$ cat src/rtl/nand_resp_checker_sat_counter.sv
// Saturating up-counter with synchronous clear; sticks at all-ones instead of
// wrapping so long runs never report a misleadingly small count.
module chk_sat_counter #(
    parameter int CNT_W = 8
) (
    input  logic             clk,
    input  logic             rst_n,
    input  logic             i_clr,
    input  logic             i_inc,
    output logic [CNT_W-1:0] o_cnt
);
    logic [CNT_W-1:0] r_cnt;

    always_ff @(posedge clk or negedge rst_n) begin
        if (!rst_n) begin
            r_cnt <= '0;
        end else if (i_clr) begin
            r_cnt <= '0;
        end else if (i_inc && (r_cnt != '1)) begin
            r_cnt <= r_cnt + 1'b1;
        end
    end

    assign o_cnt = r_cnt;

endmodule

$ cat config.mk
export PLATFORM = sky130hd
export DESIGN_NAME = chk_sat_counter
export DESIGN_NICKNAME = d
export VERILOG_FILES = /design/src/rtl/nand_resp_checker_sat_counter.sv
export SDC_FILE = /design/constraint.sdc
export NUM_CORES = 1
export LEC_CHECK = 0
export ABC_CLOCK_PERIOD_IN_PS = 1970
export BUFFER_PORTS_ARGS = -buffer_cell sky130_fd_sc_hd__buf_4
export CAP_MARGIN = 10
export CORE_AREA = 10 10 47 49
export CTS_BUF_LIST = sky130_fd_sc_hd__clkbuf_4 sky130_fd_sc_hd__clkbuf_8
export DETAILED_ROUTE_END_ITERATION = 10
export DIE_AREA = 0 0 57 59
export PLACE_DENSITY_LB_ADDON = 0.2
export SYNTH_ARGS = -nofsm -noshare
export SYNTH_HDL_FRONTEND = slang
export SYNTH_SLANG_ARGS = --single-unit
$ cat constraint.sdc
create_clock -name clk -period 1.97 [get_ports clk]
set_input_delay 0.591 -clock clk [delete_from_list [all_inputs] [get_ports clk]]
set_output_delay 0.591 -clock clk [all_outputs]
set_load 0.01 [all_outputs]
==> insert_results.sql, run 1 <==
INSERT INTO impl_metrics (metric_group, metric, value, unit) VALUES
('run_status', 'outcome', 'finished clean', ''),
('synth', 'synth-compound-area-share', '12.67', '%'),
('synth', 'ys_seq_area_share', '43.13', '%'),
('routing', 'via_per_inst', '5.286', ''),
('sta', 'maxSlewHeadroom', '76.07', '%'),
('synth', 'xor_xnor_cell_area_share_of_the_yosys_netlist', '0', '%'),
('sta', 'final.min_clock_period', '1.702', 'ns'),
('synth', 'yosys_warnings', '0', ''),
('cts', 'cts_hold_repair.buffers', '0', ''),
('power', 'cell_internal_pwr', '0.2548', 'mW'),
('routing', 'dr.first_iter.drc_count', '6', ''),
('synth', 'syn-num-nets', '54', ''),
('sta', 'layout_worst_path_cycle_share', '86.42', '%'),
('synth', 'async_reset_ff_share', '100.0', '%'),
('power', 'combinationalPowerShare', '10.4', '%'),
('cts', 'tritoncts_clock_tree', 'built', ''),
('flow_run', 'max-cap-violations', '0', ''),
('routing', 'totalWireLength', '1.093', 'mm'),
('final_layout', 'fillCellCount', '147', ''),
('routing', 'vias', '407', ''),
('cts', 'clk_transition_reported_paths', '0.06', 'ns'),
('power', 'total_power', '0.3351', 'mW'),
('synth', 'synth_enable_flop_cells', '0', ''),
('worst_setup_path', 'critical_path.max_fanout', '7', ''),
('cts', 'cts_root_buf', 'clkbuf_4', ''),
('sta', 'hold_viol', '0', ''),
('worst_setup_path', 'critical_path.max_stage_delay', '0.43', 'ns'),
('die', 'io-pin-count', '12', ''),
('cts', 'clk-insertion-delay-late', '0.25', 'ns'),
('worst_setup_path', 'critPathTopFamily', 'flip-flops', ''),
('routing', 'drt_pre_antenna_iters', '4', ''),
('worst_hold_path', 'hold_class', 'in2async', ''),
('global_route', 'initial_antenna_violation_count', '0', ''),
('power', 'switching_part_of_the_total', '23.96', '%'),
('power', 'share_seq_of_total_power', '52.0', '%'),
('sta', 'worst_clock_skew', '0.003025', 'ns'),
('cts', 'ctsResizeCount', '0', ''),
('routing', 'wl_per_cell', '14.19', 'µm'),
('sta', 'setup_viol', '0', ''),
('worst_setup_path', 'r2r_end', 'o_cnt[0]', ''),
('routing', 'route.detailed.drc', '0', ''),
('synth', 'synth_top_family_by_area', 'simple AND/OR/NAND/NOR gates', ''),
('final_layout', 'insertedDiodeCount', '0', ''),
('power', 'power-per-cell-area', '577.1', 'nW/µm²'),
('synth', 'post_synth.cell_area_avg', '9.473', 'µm²'),
('cts', 'cts_setup_buffers', '0', ''),
('synth', 'dominantRegCellSynth', 'dfrtp_1', ''),
('sta', 'fin_tns_setup', '0', 'ns'),
('worst_setup_path', 'path_cells', 'ha_1 > and4_2 > a21boi_1 > mux2_2', ''),
('placed_design', 'routabilityCongestion', '0.7398', ''),
('die', 'fp.dieW', '57', 'µm'),
('placed_design', 'hpwlAfterDp', '795.7', 'µm'),
('sta', 'achievable-frequency', '587.4', 'MHz'),
('die', 'floorplan.die_area', '3363', 'µm²'),
('worst_setup_path', 'path_buf_inv', '0', ''),
('sta', 'worstMarginPinSlew', '0.3499', 'ns'),
('worst_setup_path', 'crit_slowest_cell', 'dfrtp_1', ''),
('synth', 'post_synth_inst_count', '49', ''),
('cts', 'numCtsBuffers', '3', ''),
('power', 'switchingPower', '0.08028', 'mW'),
('die', 'core.rowCount', '14', ''),
('synth', 'synth.ff_latch_count', '8', ''),
('sta', 'final-max-slew-violation-count', '0', ''),
('global_route', 'grt_overflow', '0', ''),
('worst_setup_path', 'worstPathRequired', '2.11', 'ns'),
('worst_setup_path', 'ff2ff_path_depth', '4', ''),
('cts', 'clock_path_buffers', '2', ''),
('worst_setup_path', 'timing.reg2reg.setup_slack', '0.27', 'ns'),
('final_layout', 'area_delta_synth_final', '25.07', '%'),
('worst_setup_path', 'cp_data_arrival_time', '1.84', 'ns'),
('power', 'pwr-share-clk', '37.5', '%');
## power by group through the flow
stage	Combinational, mW	Clock (mW)	Sequential, mW
after floorplan	0.0168	0	0.178
after global placement	0.0366	0	0.176
after detailed placement	0.0356	0	0.177
after CTS	0.0357	0.136	0.174
after global routing	0.0404	0.143	0.175
final	0.0349	0.126	0.174
## routing by layer
metal	part of all wire (%)	GRT usage [%]	wire length [µm]
met5	0	0	0
met2	43	10.54	470
met1	45	8.404	490
met3	12	4.506	126
met4	0.55	2.013	6
## synth_stat cells, drive strengths merged (2+ instances only)
cell type | instances | area share (%)
and4 | 2 | 4.0
inv | 2 | 1.6
dfrtp | 8 | 43
nor2b | 3 | 4.0
nor3 | 4 | 4.3
nand2b | 3 | 4.0
nand2 | 2 | 1.6
mux2 | 2 | 4.9
a21oi | 3 | 3.2
nor2 | 2 | 1.6
nand3 | 3 | 4.3
## how the worst max path moves through the flow
stage	from	to	slack, ns	cells past startpoint
floorplan	o_cnt[0]	o_cnt[0]	0.34	4
global placement	o_cnt[0]	o_cnt[0]	0.32	4
detailed placement	o_cnt[0]	o_cnt[0]	0.29	4
CTS	o_cnt[0]	o_cnt[0]	0.28	4
global route	o_cnt[0]	o_cnt[0]	0.17	4
finish	o_cnt[0]	o_cnt[0]	0.27	4
## final cells by class
| cell class | instances | area (µm²) | share of cell area [%] |
|---|---|---|---|
| tap | 16 | 20.02 | 3.448 |
| clock buffer | 3 | 22.52 | 3.879 |
| timing repair buffer | 11 | 82.58 | 14.22 |
| multi-input combinational | 37 | 247.7 | 42.67 |
| inverter | 2 | 7.507 | 1.293 |
| sequential | 8 | 200.2 | 34.48 |
## cells by family (layout without fill, tap and decap cells)
| family | count (synthesis) | count (layout) |
|---|---|---|
| flip-flops | 8 | 8 |
| multiplexers | 3 | 3 |
| adder cells (fa/ha/maj) | 1 | 1 |
| AND/OR/NAND/NOR | 24 | 24 |
| AO/OA/AOI/OAI | 9 | 9 |
| buffers and inverters | 4 | 16 |
## per-stage QoR
step / worst slack, ns / hold slack (ns) / instances / cell area [µm²] / util [%]
5_1_grt: 0.1732 / 0.1403 / 77 / 580.6 / 41.43
3_3_place_gp: 0.3170 / 0.4205 / 74 / 558.0 / 39.82
6_report: 0.2675 / 0.1455 / 77 / 580.6 / 41.43
2_1_floorplan: 0.3359 / 0.2954 / 49 / 464.2 / -
3_5_place_dp: 0.2884 / 0.4197 / 74 / 558.0 / 39.82
4_1_cts: 0.2778 / 0.1390 / 77 / 580.6 / 41.43
## layout by cell type, fill, tap and decap left out, types with 2 or more instances in the layout
cell type / netlist / routed
nand2_1: 2 / 2
clkbuf_4: 0 / 3
a21oi_1: 3 / 3
nand2b_1: 3 / 3
inv_1: 2 / 2
buf_4: 0 / 11
dfrtp_1: 8 / 8
nor3_1: 4 / 4
nor2b_1: 3 / 3
mux2_2: 2 / 2
nand3_1: 2 / 2
nor2_1: 2 / 2
No activity file was read; power rests on OpenSTA's default activity.
==> run 2: changes to the inputs <==
--- a/config.mk
+++ b/config.mk
@@ -8,10 +8,11 @@
 export ABC_CLOCK_PERIOD_IN_PS = 1970
 export BUFFER_PORTS_ARGS = -buffer_cell sky130_fd_sc_hd__buf_4
 export CAP_MARGIN = 10
-export CORE_AREA = 10 10 47 49
+export CORE_AREA = 2 2 39 41
 export CTS_BUF_LIST = sky130_fd_sc_hd__clkbuf_4 sky130_fd_sc_hd__clkbuf_8
 export DETAILED_ROUTE_END_ITERATION = 10
-export DIE_AREA = 0 0 57 59
+export DIE_AREA = 0 0 41 43
+export GPL_TIMING_DRIVEN = 0
 export PLACE_DENSITY_LB_ADDON = 0.2
 export SYNTH_ARGS = -nofsm -noshare
 export SYNTH_HDL_FRONTEND = slang
==> run 2 against run 1 <==
Compared with the run above: sequential power about the same; final cell count increased by 1.3%; clock skew is 0.00095 ns higher; core utilization rose by 0.61 points; largest cell class unchanged; largest power group unchanged; highest routed layer unchanged.
==> insert_results.sql, run 2 (synthesis results as in run 1) <==
INSERT INTO impl_metrics (metric_group, metric, value, unit) VALUES
('sta', 'hold_viol', '0', ''),
('power', 'irDropWorstVdd', '0.3084', 'mV'),
('placed_design', 'routabilityCongestion', '0.6968', ''),
('cts', 'cts_hold_repair.buffers', '0', ''),
('sta', 'worst_slack_setup_final', '0.2553', 'ns'),
('die', 'fp.dieW', '41', 'µm'),
('cts', 'clk-insertion-delay-late', '0.25', 'ns'),
('final_layout', 'max_ffs_per_register', '8', ''),
('global_route', 'grt_max_degree', '11', ''),
('routing', 'drt_pre_antenna_iters', '4', ''),
('sta', 'achievable-frequency', '583.2', 'MHz'),
('worst_setup_path', 'cp_data_arrival_time', '1.85', 'ns'),
('sta', 'worstMarginPinSlew', '0.3695', 'ns'),
('worst_setup_path', 'worst-setup-path-type', 'reg2reg', ''),
('worst_setup_path', 'ff2ff_path_depth', '4', ''),
('sta', 'layout_worst_path_cycle_share', '87.04', '%'),
('routing', 'vias', '418', ''),
('routing', 'via_per_inst', '5.359', ''),
('final_layout', 'final_nets', '69', ''),
('cts', 'cts_htree_levels', '1', ''),
('run_status', 'outcome', 'finished clean', ''),
('power', 'power.static_leakage', '0.2572', 'nW'),
('sta', 'final.min_clock_period', '1.715', 'ns'),
('die', 'start_util', '33.54', '%'),
('global_route', 'initial_antenna_violation_count', '0', ''),
('power', 'power-per-cell-area', '581.8', 'nW/µm²'),
('cts', 'ctsResizeCount', '0', ''),
('worst_setup_path', 'worstPathRequired', '2.11', 'ns'),
('die', 'chipHeight', '43', 'µm'),
('die', 'core.rowCount', '14', ''),
('sta', 'setup_repair_after_global_routing_missed_its_margin', 'false', ''),
('sta', 'final-max-slew-violation-count', '0', ''),
('cts', 'clock_path_buffers', '2', ''),
('worst_hold_path', 'hold_class', 'in2async', ''),
('global_route', 'grt_pass1_vias', '388', ''),
('die', 'placeableCoreArea', '1384', 'µm²'),
('final_layout', 'area_delta_synth_final', '25.34', '%'),
('cts', 'numCtsBuffers', '3', ''),
('global_route', 'grt_use_total', '14.20', '%'),
('final_layout', 'multiInputGateArea', '247.7', 'µm²'),
('cts', 'clk_transition_reported_paths', '0.06', 'ns'),
('final_layout', 'most-common-layout-cells', '10 x buf_4, 8 x dfrtp_1, 4 x nor3_1', ''),
('sta', 'worst_clock_skew', '0.003973', 'ns'),
('die', 'floorplan.die_area', '1763', 'µm²'),
('routing', 'dr.first_iter.drc_count', '3', ''),
('final_layout', 'insertedDiodeCount', '0', ''),
('routing', 'route.detailed.drc', '0', ''),
('sta', 'maxSlewHeadroom', '74.73', '%'),
('cts', 'cts_sinks', '8', ''),
('routing', 'totalWireLength', '967', 'µm'),
('die', 'io-pin-count', '12', ''),
('global_route', 'grt_overflow', '0', ''),
('flow_run', 'max-cap-violations', '0', ''),
('worst_setup_path', 'crit_slowest_cell', 'dfrtp_1', ''),
('placed_design', 'hpwlAfterDp', '693.6', 'µm'),
('worst_setup_path', 'worst_setup_end_kind', 'register', ''),
('cts', 'cts_root_buf', 'clkbuf_4', ''),
('sta', 'setup_viol', '0', ''),
('worst_setup_path', 'critPathLaunchType', 'register', ''),
('placed_design', 'numPortBuffers', '10', ''),
('routing', 'wl_per_cell', '12.40', 'µm'),
('cts', 'cts_setup_buffers', '0', ''),
('worst_setup_path', 'path_cells', 'ha_1 > and4_2 > a21boi_1 > mux2_2', ''),
('placed_design', 'dp_slack', '0.2518', 'ns'),
('global_route', 'grt_first_pass_wirelength', '1.704', 'mm'),
('final_layout', 'fillCellCount', '136', ''),
('sta', 'fin_tns_setup', '0', 'ns'),
('final_layout', 'ff_latch_area', '200.2', 'µm²'),
('final_layout', 'instances_no_fill', '78', ''),
('final_layout', 'post_route_cells_drive_above_1_share', '29.03', '%'),
('worst_setup_path', 'critical_path.max_stage_delay', '0.43', 'ns'),
('placed_design', 'dp.cells', '75', ''),
('worst_setup_path', 'critical_path.max_fanout', '7', ''),
('final_layout', 'final_common_cell', 'buf_4', ''),
('cts', 'tritoncts_clock_tree', 'built', ''),
('routing', 'final_antenna_net_count', '0', '');
[run 2: changes by cell type in the layout (fill, tap and decap cells not counted), sizes merged]
cell and change:
clkbuf +1
[run 2: per-layer routing]
layer	vias up	global-route usage (%)	wire length, µm
li1	208	-	-
met1	198	20.45	461
met2	8	18.75	442
met3	4	3.141	44
met4	0	8.000	18
met5	-	0	0
[run 2: final cells by class]
type	instances	share of cell area, %
multi-input combinational	37	42.58
buffer	2	1.505
tap	16	3.441
timing repair buffer	10	12.90
clock buffer	3	3.871
inverter	2	1.290
sequential	8	34.41
[run 2: through the flow]
stage | hold WS (ns) | total power [mW] | utilization, % | instance area, µm²
detailed placement | 0.4195 | 0.2119 | 40.42 | 559.3
global placement | 0.4190 | 0.2117 | 40.42 | 559.3
floorplan | 0.2954 | 0.1948 | - | 464.2
finish | 0.1409 | 0.3385 | 42.04 | 581.8
global route | 0.1471 | 0.3584 | 42.04 | 581.8
CTS | 0.1443 | 0.3437 | 42.04 | 581.8
[run 2: path summary, 6_finish.rpt]
path	from	endpoint	slack [ns]
hold reg to reg	o_cnt[7]	o_cnt[7]	0.59
hold / removal	rst_n	o_cnt[6]	0.14
setup reg to reg	o_cnt[0]	o_cnt[0]	0.26
setup / recovery	o_cnt[0]	o_cnt[0]	0.26
min in group clk	o_cnt[7]	o_cnt[7]	0.59
max in group asynchronous	rst_n	o_cnt[5]	1.70
[run 2: worst max-delay path: cells and delay by family, from the launching register on]
kind	cells	cell delay, ns
flops	1	0.43
fa+ha+maj	1	0.30
compound gates	1	0.23
simple gates	1	0.29
mux	1	0.36
[run 2: power by group]
group	leakage, nW	switching (mW)	total (mW)	internal, mW
Combinational	0.133	0.0174	0.0337	0.0163
Clock	0.0138	0.0606	0.131	0.0701
Sequential	0.110	0.00577	0.174	0.168
